### src/rtl/pipe_hazard_ctrl.sv
// pipe_hazard_ctrl: pipeline hold/flush sequencing for load-use, mispredict and multi-cycle M-type hazards
module pipe_hazard_ctrl #(
    parameter int MUL_LAT = 3,
    parameter logic [4:0] OP_LOAD = 5'b00000
) (
    input  logic        clk,
    input  logic        rst,
    input  logic        IM_stall,
    input  logic        DM_stall,
    input  logic [4:0]  D_rs1,
    input  logic [4:0]  D_rs2,
    input  logic        D_uses_rs1,
    input  logic        D_uses_rs2,
    input  logic [4:0]  E_op,
    input  logic [4:0]  E_rd,
    input  logic        E_is_mtype,
    input  logic        E_mispredict,
    output logic        F_hold,
    output logic        D_hold,
    output logic        D_flush,
    output logic        E_hold,
    output logic        E_flush,
    output logic        M_bubble,
    output logic        mul_busy,
    output logic [31:0] stall_cycles,
    output logic [31:0] flush_events
);
    typedef enum logic {IDLE, BUSY} state_t;
    localparam logic [3:0] CNT_INIT = 4'(MUL_LAT > 1 ? MUL_LAT - 2 : 0);
    localparam logic MUL_MULTI = MUL_LAT > 1;
    state_t state;
    logic [3:0] cnt;
    logic freeze, idle, load_use, mis, mul_start, busy_hold, lu, hold;
    always_comb begin
        freeze    = IM_stall | DM_stall;
        idle      = state == IDLE;
        load_use  = (E_op == OP_LOAD) && (E_rd != 5'd0) &&
                    ((D_uses_rs1 && D_rs1 == E_rd) || (D_uses_rs2 && D_rs2 == E_rd));
        mis       = !rst && !freeze && idle && E_mispredict;
        mul_start = !rst && !freeze && idle && !E_mispredict && E_is_mtype && MUL_MULTI;
        busy_hold = !rst && !freeze && !idle && cnt != 4'd0;
        lu        = !rst && !freeze && idle && !E_mispredict && !(E_is_mtype && MUL_MULTI) && load_use;
        hold      = mul_start | busy_hold;
        F_hold    = hold | lu;
        D_hold    = hold | lu;
        D_flush   = mis;
        E_hold    = hold;
        E_flush   = mis | lu;
        M_bubble  = hold;
        mul_busy  = !rst && !idle;
    end
    // Frozen cycles leave every piece of state untouched so occupancy stretches 1:1
    always_ff @(posedge clk or posedge rst) begin
        if (rst) begin
            state        <= IDLE;
            cnt          <= 4'd0;
            stall_cycles <= 32'd0;
            flush_events <= 32'd0;
        end else if (!freeze) begin
            if (mul_start) begin
                state <= BUSY;
                cnt   <= CNT_INIT;
            end else if (busy_hold) begin
                cnt <= cnt - 4'd1;
            end else if (!idle) begin
                state <= IDLE;
            end
            stall_cycles <= stall_cycles + {31'd0, F_hold};
            flush_events <= flush_events + {31'd0, mis};
        end
    end
endmodule

### config.mk
export PLATFORM = sky130hd
export DESIGN_NAME = pipe_hazard_ctrl
export DESIGN_NICKNAME = d
export VERILOG_FILES = /design/src/rtl/pipe_hazard_ctrl.sv
export SDC_FILE = /design/constraint.sdc
export NUM_CORES = 1
export LEC_CHECK = 0
export CORE_MARGIN = 1.5
export CORE_UTILIZATION = 50
export CTS_BUF_LIST = sky130_fd_sc_hd__clkbuf_4
export CTS_CLUSTER_DIAMETER = 200
export CTS_CLUSTER_SIZE = 20
export DETAILED_ROUTE_END_ITERATION = 16
export GPL_TIMING_DRIVEN = 0
export PLACE_DENSITY = 0.84
export SKIP_LAST_GASP = 1
export SLEW_MARGIN = 5
export SYNTH_ARGS = -nofsm -noshare
export SYNTH_HDL_FRONTEND = slang
export SYNTH_SLANG_ARGS = --single-unit
### constraint.sdc
create_clock -name clk -period 7.9 [get_ports clk]
set_input_delay 1.58 -clock clk [delete_from_list [all_inputs] [get_ports clk]]
set_output_delay 1.58 -clock clk [all_outputs]
set_load 0.01 [all_outputs]
**Yosys cells after proc, flatten, opt, wreduce, memory -nomap -nowiden**

Cells that the tools add are included.
W data, S select, Z words.

- Bits in registers: 69
- Output and inout bits: 71
- Word-level logic and storage cells: 45

- $add $sub $neg: 3
- Eq/ne operators: 3
- Multiplexer cells: 4
- Bitwise gates (word level): 6
- Reduce and logical (&&, ||, !) cells: 25

Operators by type and width:

| operator | count |
|---|---|
| $add A32 B1 Y32 | 2 |
| $logic_and A1 B1 Y1 | 14 |
| $eq A5 B5 Y1 | 2 |
| $mux W4 | 2 |
| $logic_not A5 Y1 | 1 |
| $reduce_bool A5 Y1 | 1 |
| $logic_not A1 Y1 | 4 |
| $or A1 B1 Y1 | 4 |
| $reduce_and A2 Y1 | 2 |
| $reduce_bool A4 Y1 | 1 |
| $sub A4 B1 Y4 const B | 1 |
| $mux W1 | 2 |
| $ne A2 B2 Y1 const B | 1 |
| $not A1 Y1 | 2 |
| $reduce_bool A2 Y1 | 1 |
| $logic_or A1 B1 Y1 | 1 |

**Longest topological paths before layout**

Gate-level depths: netlist of the first run.

- Word-level depth: 9
- Gate-level depth with buffers: 13
- Mapped depth without buffers: 13

**Worst setup path after synthesis of the first run**

No wires, ideal clock.

- Kind: input port to output port
- From: input E_mispredict
- To: output F_hold
- Data arrival time: 2.724 ns
- Data required time: 6.320 ns
- Slack: 3.596 ns
- Stages: 5
- Buffers on the path: 1
- Cell sequence: or4_1 -> nor4_1 -> o2111ai_1 -> nand2_1 -> buf_4

- Cells in the longest elaborated chain, start to end: 5

RTL lines:

| element | line | source |
|---|---|---|
| from (decl) | 17 | `input logic E_mispredict,` |
| $logic_not A1 Y1 (*) | 40, 42 |  |
| $logic_and A1 B1 Y1 (*) | 40, 42 |  |
| $logic_and A1 B1 Y1 (on tied branches) | 40, 42 |  |
| $or A1 B1 Y1 / $logic_and A1 B1 Y1 (equally long branches) | 43, 42 |  |
| $or A1 B1 Y1 (*) | - |  |
| to (decl) | 18 | `output logic F_hold,` |

Mark *: on every way between the ends. The rest lies on a longest branch, timed or not.

**Worst setup path in the final report of the first run**

- From: input rst
- To: output F_hold

- Cells in the longest elaborated chain, start to end: 7

RTL lines:

| element | line | source |
|---|---|---|
| from (decl) | 7 | `input logic rst,` |
| $logic_not A1 Y1 (no line) (*) | - |  |
| $logic_and A1 B1 Y1 (*) | 40, 41, 42 |  |
| $logic_and A1 B1 Y1 (2 in a row) | 40, 42 |  |
| $logic_and A1 B1 Y1 (on tied branches) | 40, 42 |  |
| $or A1 B1 Y1 / $logic_and A1 B1 Y1 (equally long branches) | 43, 42 |  |
| $or A1 B1 Y1 (*) | 44 | `F_hold = hold \| lu;` |

Marked as above.

==> Implementation_results.wiki, run 1 <==
{| class="wikitable"
! Metric !! Value
|-
| Outcome || completed
|-
| Clock tree from TritonCTS || built
|-
| Cts bufs inserted || 9
|-
| Post-synthesis register bit count || 69
|-
| Sequential fraction of the synthesis area || between 50 and 60%
|-
| Via density per instance || 5.327
|-
| Buffer type at the clock tree root || sky130_fd_sc_hd__clkbuf_4
|-
| Post-Route WL || 7.039 mm
|-
| Number of non-filler instances in the completed layout || ~500
|-
| Slew HR || 44.16%
|-
| Number of top-level pins || 99
|-
| Avg Inst Size Synth || 11.07 um^2
|-
| Router iterations before antenna repair || 4
|-
| Initial detailed-routing violation count || 81
|-
| Level count of the clock H-tree || 3
|-
| Post-CTS setup buffers || 0
|-
| Total congestion overflow || 0
|-
| Critical register-to-register path startpoint || state
|-
| Critical Path Start || rst
|-
| Maximum root-to-sink buffer count || 2
|-
| Number of global-route vias before repair || 2626
|-
| Number of nets in the layout || about 440
|-
| Number of distinct library cells after synthesis || 36
|-
| Unrepaired setup endpoints after global routing || false
|-
| GRT Total Usage || between 20% and 30%
|-
| Ys Warns || 0
|-
| Capturing element type of the critical path || output pin
|-
| Worst slack at placement || 2533 ps
|-
| Horizontal extent of the die || 84.62 um
|-
| Hold path depth || 1
|-
| Most instantiated flip-flop cell in the synthesis netlist || sky130_fd_sc_hd__dfrtp_1
|-
| Post-layout minimum cycle time || approximately 5400 ps
|-
| Floorplan Core Area || 0.006386 mm^2
|-
| Vias after detailed routing || 2621
|-
| Crit path required time || 6320 ps
|-
| Hpwl dp || 5.228 mm
|-
| Transition time of the tightest slew-check pin || about 840 ps
|-
| Clock insertion delay at the later pin of the skew report || 410 ps
|-
| Synthesized instance count || 301
|-
| Number of cells in the design after placement || roughly 480
|-
| Post-Synthesis Cell Area || between 0.003 and 0.004 mm^2
|-
| Max-capacitance violation count || 0
|-
| Number of nets in the synthesized netlist || 335
|-
| Starting density of the core || a little over half
|-
| Achievable frequency || 0.1858 GHz
|-
| Class of the tightest hold or removal check || register to register
|-
| Max-slew violation total from the final report || 0
|-
| R2R depth || 11
|-
| Mean routed wirelength per cell || 14.31 um
|-
| Async set-reset flop share out of synthesis || 100.0%
|-
| Die footprint || 0.007160 mm^2
|-
| Fin crit share || 68.12%
|-
| Number of enable-type register cells in the synthesized netlist || 0
|-
| Power density relative to cell area || between 150 and 200 mW/mm^2
|-
| Floorplan die height || 84.62 um
|-
| Pin count of the biggest net entering global routing || 70
|-
| Worst min-delay path startpoint || stall_cycles[31]
|-
| Gates resized, CTS repair || 0
|-
| Worst hold slack across all endpoints || 471.1 ps
|-
| Worst VDD drop || between 0.00009 and 0.0001 V
|-
| Class of the most critical setup path || input port to output pin
|-
| TritonCTS sink count || 69
|-
| Data arrival time of the critical path || around 3800 ps
|-
| Number of diodes || 0
|-
| Count of port buffers added during placement || 98
|-
| Global-route wire length before repair || 11.92 mm
|-
| Kind of start point of the critical path || input port
|-
| Gpl congestion || 0.7776
|-
| Hold Vio Cnt, Final || 0
|-
| DRC errors left || 0
|-
| Maximum net fanout on the critical path || 4
|-
| Std cell rows || 29
|-
| Leakage power figure || 2.014 nW
|-
| Hold buffer count at CTS || 0
|-
| Final design utilization || 71.16%
|-
| Clock-pin slew on the worst setup and hold paths || 110 ps
|-
| Setup slack after layout || between 2000 and 3000 ps
|-
| Summed area of non-filler cells in the final layout || roughly 0.0045 mm^2
|-
| Clock skew || 18.98 ps
|-
| Cell Area, Placed || 0.004410 mm^2
|-
| Layout-stage area growth over the synthesis result || 36.44%
|-
| Routed Antenna Nets || 0
|-
| Finish-stage setup viols || 0
|-
| Number of antenna violations at the first check in global routing || 0
|-
| Total Power || 687.6 uW
|-
| Proportion of layout cells with a drive suffix above 1 || slightly above 8%
|-
| Total negative slack || 0 ps
|}
worst max-delay path: stages:
cell and delay [ps]:
sky130_fd_sc_hd__clkdlybuf4s50_1 500, sky130_fd_sc_hd__nor4_1 560, sky130_fd_sc_hd__and3b_1 310, sky130_fd_sc_hd__nor2_1 70, sky130_fd_sc_hd__nand2_1 130, sky130_fd_sc_hd__buf_4 130, sky130_fd_sc_hd__clkdlybuf4s50_1 520
logic make-up (layout without fill, tap and decap cells):
| kind of cell | count (synthesis) | after routing | share of synthesized area [%] |
|---|---|---|---|
| simple gates | 130 | 130 | 22.58 |
| xor+xnor | 72 | 72 | 18.93 |
| flops | 69 | 69 | 51.84 |
| buf+inv | 16 | 130 | 2.291 |
| fa+ha+maj | 6 | 6 | 2.254 |
| compound gates | 4 | 4 | 0.7512 |
| mux | 4 | 4 | 1.352 |
cells in the final DEF (no fill, tap or decap), drive strengths merged, types with 5 or more instances in the layout:
master / Yosys / routed
nor2: 15 / 15
ha: 6 / 6
and3: 11 / 11
inv: 11 / 11
and4: 5 / 5
nand3: 20 / 20
clkbuf: 1 / 10
xnor2: 49 / 49
dfrtp: 69 / 69
nand4: 16 / 16
nand2: 28 / 28
clkdlybuf4s50: 0 / 98
nor4: 5 / 5
xor2: 23 / 23
nor3: 16 / 16
layer usage:
layer  global-route usage (%)  wire (um)  up-vias
li1                         -          -     1256
met1                    25.85       3066     1274
met2                    34.70       3440       84
met3                    6.391        438        7
met4                    8.065         93        0
met5                        0          0        -
area by class of cell:
cell class                      instances  area (um^2)
Sequential cell                        69         1727
Clock buffer                            9        67.56
Tap cell                               77        96.34
Timing Repair Buffer                   98        980.9
Fill cell                             489         1842
Buffer                                  5        35.03
Inverter                               11        43.79
Clock inverter                          7        66.31
Multi-Input combinational cell        216         1528
where the power goes:
part | internal (mW) | leakage [nW] | switching (mW)
sequential | 0.367 | 0.935 | 0.0138
combinational | 0.0486 | 1.01 | 0.0358
clock | 0.0941 | 0.0654 | 0.128
total | 0.510 | 2.01 | 0.178
synthesized netlist by cell type, drive strengths merged, types with 2 or more instances:
| master | number | area share, % |
|---|---|---|
| nand2b | 2 | 0.38 |
| dfrtp | 69 | 52 |
| and4 | 5 | 1.3 |
| nor4 | 5 | 1.8 |
| or4 | 3 | 0.68 |
| inv | 11 | 1.2 |
| buf | 4 | 0.94 |
| and3 | 11 | 2.1 |
| nand2 | 28 | 3.2 |
| mux2 | 4 | 1.4 |
| ha | 6 | 2.3 |
| xnor2 | 49 | 13 |
| nor3 | 16 | 3.2 |
| nand4 | 16 | 3.2 |
| nor2 | 15 | 1.7 |
| xor2 | 23 | 6.0 |
| nand3 | 20 | 3.0 |
| and2 | 2 | 0.38 |
final timing paths:
path | endpoint | slack [ps]
min in group asynchronous | state | 1770
max reg2reg | stall_cycles[24] | 4370
min reg2reg | stall_cycles[31] | 470
max in group asynchronous | stall_cycles[19] | 5570
max | F_hold | 2520
min | stall_cycles[31] | 470
registers in the layout (all words and copies together) (netlist names):
signal	count
flush_events	32
state	1
stall_cycles	32
cnt	4
Power figures use the tool's default switching activity.
==> inputs of run 2 (changes only) <==
--- a/config.mk
+++ b/config.mk
@@ -6,13 +6,13 @@
 export NUM_CORES = 1
 export LEC_CHECK = 0
 export CORE_MARGIN = 1.5
-export CORE_UTILIZATION = 50
+export CORE_UTILIZATION = 44
 export CTS_BUF_LIST = sky130_fd_sc_hd__clkbuf_4
 export CTS_CLUSTER_DIAMETER = 200
 export CTS_CLUSTER_SIZE = 20
 export DETAILED_ROUTE_END_ITERATION = 16
 export GPL_TIMING_DRIVEN = 0
-export PLACE_DENSITY = 0.84
+export PLACE_DENSITY = 0.78
 export SKIP_LAST_GASP = 1
 export SLEW_MARGIN = 5
 export SYNTH_ARGS = -nofsm -noshare
==> constraint.sdc (replaced) <==
create_clock -name clk -period 4.5 [get_ports clk]
set_input_delay 0.9 -clock clk [delete_from_list [all_inputs] [get_ports clk]]
set_output_delay 0.9 -clock clk [all_outputs]
set_load 0.01 [all_outputs]
==> Implementation_results.wiki, run 2 (synthesized netlist as in run 1, its figures left out) <==
{| class="wikitable"
! Metric !! Value
|-
| Mean routed wirelength per cell || 14.00 um (-2.2%)
|-
| Setup slack after layout || 386.1 ps (-2132 ps)
|-
| Most repeated library cell on the critical path || sky130_fd_sc_hd__clkdlybuf4s50_1
|-
| Number of diodes || 0 (unchanged)
|-
| Critical register-to-register path startpoint || state
|-
| Post-CTS setup buffers || 0 (unchanged)
|-
| Number of top-level pins || 99 (unchanged)
|-
| Worst stage delay on the critical path || 620 ps (+60 ps)
|-
| Total Power || 1.209 mW (+76%)
|-
| Die footprint || 0.008101 mm^2 (+13%)
|-
| Maximum root-to-sink buffer count || 2 (unchanged)
|-
| Achievable frequency || 0.2431 GHz
|-
| Capturing element type of the critical path || output pin
|-
| Clock insertion delay at the later pin of the skew report || 420 ps (about the same)
|-
| Count of port buffers added during placement || 98 (unchanged)
|-
| Class of the most critical setup path || input port to output pin
|-
| Capture endpoint of the worst hold path || stall_cycles[31]
|-
| R2R depth || 11 (unchanged)
|-
| Total congestion overflow || 0 (unchanged)
|-
| Class of the tightest hold or removal check || register to register
|-
| Via density per instance || 5.035 (-5.5%)
|-
| Slew HR || 44.13% (about the same)
|-
| Hpwl dp || 5.309 mm (+1.6%)
|-
| Cts bufs inserted || 9 (unchanged)
|-
| Largest registers || flush_events x32, stall_cycles x32, cnt x4
|-
| Outcome || completed
|-
| End of the worst register-to-register path || stall_cycles[30]
|-
| Power density relative to cell area || 264.2 mW/mm^2 (+75%)
|-
| Transition time of the tightest slew-check pin || 838.0 ps (+0.4631 ps)
|-
| Post-Route WL || 7.180 mm (+2.0%)
|-
| Starting density of the core || 45.68% (-6.5 points)
|-
| Number of antenna violations at the first check in global routing || 0 (unchanged)
|-
| Hold path depth || 1 (unchanged)
|-
| Most common library cell in the layout ignoring fill and taps || sky130_fd_sc_hd__clkdlybuf4s50_1
|-
| Proportion of layout cells with a drive suffix above 1 || 8.454% (+0.26 points)
|-
| Summed area of non-filler cells in the final layout || 0.004576 mm^2 (+0.69%)
|-
| Number of nets in the layout || 444 (unchanged)
|-
| Post-layout minimum cycle time || roughly 4100 ps
|-
| Horizontal extent of the die || 90.01 um (+6.4%)
|-
| Crit-path cells || clkdlybuf4s50_1 > nor4_1 > and3b_1 > nor2_1 > nand2_1 > buf_4 > clkdlybuf4s50_1
|-
| Worst min-delay path startpoint || stall_cycles[31]
|-
| Clock-pin slew on the worst setup and hold paths || 110 ps (about the same)
|-
| Crit path required time || 3600 ps (-2720 ps)
|-
| Hold buffer count at CTS || 0 (unchanged)
|-
| Worst slack at placement || -171.8 ps (-2705 ps)
|-
| Finish-stage setup viols || 0 (unchanged)
|-
| Layout-stage area growth over the synthesis result || 37.38%
|-
| Clock tree from TritonCTS || built
|-
| Level count of the clock H-tree || 3 (unchanged)
|-
| Number of global-route vias before repair || 2641 (+0.57%)
|-
| Kind of start point of the critical path || input port
|-
| Floorplan Core Area || 0.007292 mm^2 (+14%)
|-
| Gpl congestion || 0.7585 (-2.5%)
|-
| Vias after detailed routing || 2583 (-1.4%)
|-
| Initial detailed-routing violation count || 85 (+4.9%)
|-
| Router iterations before antenna repair || 4 (unchanged)
|-
| Total negative slack || 0 ps (unchanged)
|-
| Floorplan die height || 90.01 um (+6.4%)
|-
| Hold Vio Cnt, Final || 0 (unchanged)
|-
| Worst VDD drop || 0.0001406 V (+50%)
|-
| Register-to-register path setup slack || 1080 ps (-3290 ps)
|-
| Cell at the slowest stage of the critical path || sky130_fd_sc_hd__nor4_1
|-
| Fin crit share || 91.42%
|-
| Unrepaired setup endpoints after global routing || false
|-
| Max-capacitance violation count || 0 (unchanged)
|-
| Max-slew violation total from the final report || 0 (unchanged)
|-
| Maximum net fanout on the critical path || 4 (unchanged)
|-
| Pin count of the biggest net entering global routing || 70 (unchanged)
|-
| Clock skew || 20.42 ps (+1.440 ps)
|-
| Most used cells in the layout excluding fill and tap cells || 98 x sky130_fd_sc_hd__clkdlybuf4s50_1, 69 x sky130_fd_sc_hd__dfrtp_1, 49 x sky130_fd_sc_hd__xnor2_1, 28 x sky130_fd_sc_hd__nand2_1, 23 x sky130_fd_sc_hd__xor2_1
|-
| Global-route wire length before repair || 12.19 mm (+2.3%)
|-
| Std cell rows || 31 (+6.9%)
|-
| Data arrival time of the critical path || 3210 ps (-590 ps)
|-
| Buffer type at the clock tree root || sky130_fd_sc_hd__clkbuf_4
|-
| DRC errors left || 0 (unchanged)
|-
| TritonCTS sink count || 69 (unchanged)
|-
| Cell Area, Placed || 0.004438 mm^2 (+0.62%)
|-
| Leakage power figure || 2.017 nW (+0.14%)
|-
| Routed Antenna Nets || 0 (unchanged)
|-
| GRT Total Usage || 18.63% (-2.3 points)
|}
## run 2: changes by cell type in the layout (fill, tap and decap cells not counted)
cell,before,now
sky130_fd_sc_hd__inv_6,0,1
sky130_fd_sc_hd__nor4bb_2,0,1
sky130_fd_sc_hd__clkinv_1,1,0
sky130_fd_sc_hd__clkinvlp_4,3,2
sky130_fd_sc_hd__nor4bb_1,1,0
## run 2: critical path: cells and delay by family
kind | cells | cell delay [ps]
buffers and inverters | 3 | 1160
AND/OR/NAND/NOR | 4 | 1170
## run 2: metrics by stage
| stage | std cells | utilization (%) | hold WS, ps |
|---|---|---|---|
| final | 513 | 62.75 | 474.7 |
| after global routing | 513 | 62.75 | 507.6 |
| after CTS | 513 | 62.66 | 476.4 |
| after detailed placement | 498 | 60.86 | 457.4 |
| after global placement | 498 | 60.83 | 457.9 |
| after floorplan | 301 | - | 466.7 |
## run 2: cell type report
cell class	count	area, um^2
Buffer	5	35.03
Clock inverter	6	63.81
Fill cell	639	2716
Sequential cell	69	1727
Tap cell	99	123.9
Multi-Input combinational cell	216	1534
Clock buffer	9	67.56
Timing Repair Buffer	98	980.9
Inverter	11	43.79
## run 2: repair_timing
action                                  4_1_cts  5_1_grt
endpoints found under the setup margin        0        6
gates resized for setup                       0        1
endpoints found under the hold margin         0        0
## run 2: worst max-delay path by stage
stage / to / slack [ps] / cells past startpoint / from
floorplan: stall_cycles[24] / 1020 / 11 / E_mispredict
global placement: stall_cycles[30] / 20 / 12 / rst
detailed placement: stall_cycles[30] / -170 / 12 / rst
CTS: stall_cycles[30] / 250 / 12 / rst
global route: stall_cycles[30] / 120 / 12 / rst
finish: F_hold / 390 / 7 / rst
## run 2: power by group
part           switching [mW]  leakage (nW)  total [mW]  internal (mW)
combinational          0.0623          1.01       0.148         0.0854
sequential             0.0236         0.935       0.668          0.644
clock                   0.227        0.0682       0.393          0.166
## run 2: routing by layer
| layer | up-vias | global-route usage, % | wire length (um) |
|---|---|---|---|
| li1 | 1252 | - | - |
| met1 | 1241 | 23.03 | 3115 |
| met2 | 80 | 30.37 | 3514 |
| met3 | 10 | 5.838 | 428 |
| met4 | 0 | 7.275 | 121 |
| met5 | - | 0 | 0 |
==> inputs of run 3 (changes only) <==
--- a/config.mk
+++ b/config.mk
@@ -5,9 +5,10 @@
 export SDC_FILE = /design/constraint.sdc
 export NUM_CORES = 1
 export LEC_CHECK = 0
+export CORE_ASPECT_RATIO = 1.1
 export CORE_MARGIN = 1.5
 export CORE_UTILIZATION = 44
-export CTS_BUF_LIST = sky130_fd_sc_hd__clkbuf_4
+export CTS_BUF_LIST = sky130_fd_sc_hd__clkbuf_8
 export CTS_CLUSTER_DIAMETER = 200
 export CTS_CLUSTER_SIZE = 20
 export DETAILED_ROUTE_END_ITERATION = 16
==> Implementation_results.wiki, run 3 (synthesized netlist as in run 1, its figures left out) <==
{| class="wikitable"
! Metric !! Value
|-
| Outcome || completed
|-
| Worst hold slack across all endpoints || 475.7 ps (+0.9690 ps)
|-
| Setup slack after layout || 361.5 ps (-24.65 ps)
|-
| Post-Route WL || 7.181 mm (about the same)
|-
| Via density per instance || 5.155 (+2.4%)
|-
| Total Power || 1.392 mW (+15%)
|-
| Clock insertion delay at the later pin of the skew report || 340 ps (-80 ps)
|-
| Power density relative to cell area || 298.1 mW/mm^2 (+13%)
|-
| Reported net switching power || 319.1 uW (+1.9%)
|-
| Number of nets in the layout || 444 (unchanged)
|-
| Hold Vio Cnt, Final || 0 (unchanged)
|-
| Clock tree from TritonCTS || built
|-
| Number of global-route vias before repair || 2542 (-3.7%)
|-
| Number of top-level pins || 99 (unchanged)
|-
| Clock-pin slew on the worst setup and hold paths || 70 ps (-40 ps)
|-
| Unrepaired setup endpoints after global routing || false
|-
| Max-slew violation total from the final report || 0 (unchanged)
|-
| Gpl congestion || 0.8061 (+6.3%)
|-
| Mean routed wirelength per cell || 14.30 um (+2.2%)
|-
| Critical register-to-register path startpoint || state
|-
| Initial detailed-routing violation count || 80 (-5.9%)
|-
| DRC errors left || 0 (unchanged)
|-
| Fin crit share || 91.97% (+0.55 points)
|-
| Buffer type at the clock tree root || sky130_fd_sc_hd__clkbuf_8
|-
| Routed Antenna Nets || 0 (unchanged)
|-
| Data arrival time of the critical path || 3240 ps (+30 ps)
|-
| R2R depth || 11 (unchanged)
|-
| Most used cells in the layout excluding fill and tap cells || 98 x sky130_fd_sc_hd__clkdlybuf4s50_1, 69 x sky130_fd_sc_hd__dfrtp_1, 49 x sky130_fd_sc_hd__xnor2_1, 28 x sky130_fd_sc_hd__nand2_1, 23 x sky130_fd_sc_hd__xor2_1
|-
| Kind of start point of the critical path || input port
|-
| Total congestion overflow || 0 (unchanged)
|-
| Combinational power share || 10.9% (-1.3 points)
|-
| Worst slack at placement || -135.2 ps (+36.63 ps)
|-
| Most common library cell in the layout ignoring fill and taps || sky130_fd_sc_hd__clkdlybuf4s50_1
|-
| Global-route met2 utilization || 30.25% (-0.12 points)
|-
| Layout-stage area growth over the synthesis result || 40.20%
|-
| Capture endpoint of the worst hold path || stall_cycles[31]
|-
| Proportion of layout cells with a drive suffix above 1 || 8.916% (+0.46 points)
|-
| Number of antenna violations at the first check in global routing || 0 (unchanged)
|-
| Post-layout minimum cycle time || 4139 ps (+24.65 ps)
|-
| Capturing element type of the critical path || output pin
|-
| Sw Ratio || 22.93% (-3.0 points)
|-
| Hold path depth || 1 (unchanged)
|-
| Starting density of the core || 45.07% (-0.61 points)
|-
| Largest registers || flush_events x32, stall_cycles x32, cnt x4
|-
| Global-route wire length before repair || 11.78 mm (-3.3%)
|-
| Met3 track demand over resource || 4.569% (-1.3 points)
|-
| Die footprint || 0.008101 mm^2 (about the same)
|-
| Count of port buffers added during placement || 98 (unchanged)
|-
| Post-CTS setup buffers || 0 (unchanged)
|-
| Finish-stage setup viols || 0 (unchanged)
|-
| Router iterations before antenna repair || 4 (unchanged)
|-
| Level count of the clock H-tree || 3 (unchanged)
|-
| Fill count || 595 (-6.9%)
|-
| Cts bufs inserted || 9 (unchanged)
|-
| Number of diodes || 0 (unchanged)
|-
| Max-capacitance violation count || 0 (unchanged)
|-
| Std cell rows || 33 (+6.5%)
|-
| Class of the most critical setup path || input port to output pin
|-
| Class of the tightest hold or removal check || register to register
|-
| Achievable frequency || 0.2416 GHz (-0.60%)
|-
| Clock skew || 10.20 ps (-10.21 ps)
|-
| TritonCTS sink count || 69 (unchanged)
|-
| Crit path required time || 3600 ps (about the same)
|-
| Transition time of the tightest slew-check pin || 851.7 ps (+13.71 ps)
|-
| Slew HR || 43.22% (-0.91 points)
|-
| Gates resized, CTS repair || 0 (unchanged)
|-
| Internal Power || 1.073 mW (+20%)
|-
| Hold buffer count at CTS || 0 (unchanged)
|-
| GRT Total Usage || 18.68% (+0.051 points)
|-
| End of the worst register-to-register path || stall_cycles[30]
|-
| Floorplan die height || 94.25 um (+4.7%)
|-
| Clock group share of total power || 41.2% (+8.7 points)
|-
| Pin count of the biggest net entering global routing || 70 (unchanged)
|-
| Leakage power figure || 2.058 nW (+2.0%)
|-
| Hpwl dp || 5.246 mm (-1.2%)
|-
| Horizontal extent of the die || 85.96 um (-4.5%)
|-
| Register-to-register path setup slack || 1260 ps (+180 ps)
|-
| Global routing's busiest layer || met2
|-
| Vias after detailed routing || 2588 (+0.19%)
|-
| Worst VDD drop || 0.0001969 V (+40%)
|-
| Maximum net fanout on the critical path || 4 (unchanged)
|-
| Total negative slack || 0 ps (unchanged)
|-
| Relative contribution of sequential cells to total power || 48.0% (-7.3 points)
|-
| Met1 layer usage reported by global route || 23.36% (+0.34 points)
|-
| Worst min-delay path startpoint || stall_cycles[31]
|-
| Maximum root-to-sink buffer count || 2 (unchanged)
|-
| Floorplan Core Area || 0.007391 mm^2 (+1.4%)
|}
==> run 3: layout make-up <==
cell class	instances	area, um^2	area share [%]
tap	87	108.9	2.331
timing repair buffer	98	980.9	21.01
inverter	11	43.79	0.9378
buffer	5	35.03	0.7503
multi-input combinational	216	1540	32.99
clock inverter	5	82.58	1.768
sequential	69	1727	36.98
clock buffer	11	151.4	3.242
==> run 3: per-layer routing <==
layer	wire (um)	up-vias
li1	-	1245
met1	3085	1246
met2	3492	82
met3	426	15
met4	177	0
met5	0	-
==> run 3: worst max-delay path: stages <==
cell                              delay (ps)
sky130_fd_sc_hd__clkdlybuf4s50_1         460
sky130_fd_sc_hd__or4_1                   540
sky130_fd_sc_hd__nor4_1                  300
sky130_fd_sc_hd__o2111ai_1               230
sky130_fd_sc_hd__nand2_1                 180
sky130_fd_sc_hd__buf_4                   120
sky130_fd_sc_hd__clkdlybuf4s50_1         520
==> run 3: worst max path at each step <==
stage	start	to	slack (ps)	cells after the start
after floorplan	E_mispredict	stall_cycles[24]	1020	11
after global placement	E_mispredict	stall_cycles[22]	-90	12
after detailed placement	E_mispredict	stall_cycles[28]	-140	12
after CTS	E_mispredict	stall_cycles[28]	230	12
after global routing	E_mispredict	stall_cycles[30]	20	12
final	E_mispredict	F_hold	360	7
==> run 3: power by group through the flow <==
stage	combinational [mW]	clock [mW]	sequential, mW
6_report	0.151	0.573	0.668
5_1_grt	0.170	0.610	0.672
4_1_cts	0.153	0.587	0.668
3_5_place_dp	0.152	0	0.680
3_3_place_gp	0.146	0	0.678
2_1_floorplan	0.0656	0	0.683
==> run 3: per-stage QoR <==
step	instance area (um^2)	std cells	utilization, %
after global placement	4420	486	59.81
after floorplan	3331	301	-
after detailed placement	4423	486	59.84
after CTS	4657	502	63.01
after global routing	4669	502	63.18
final	4669	502	63.18
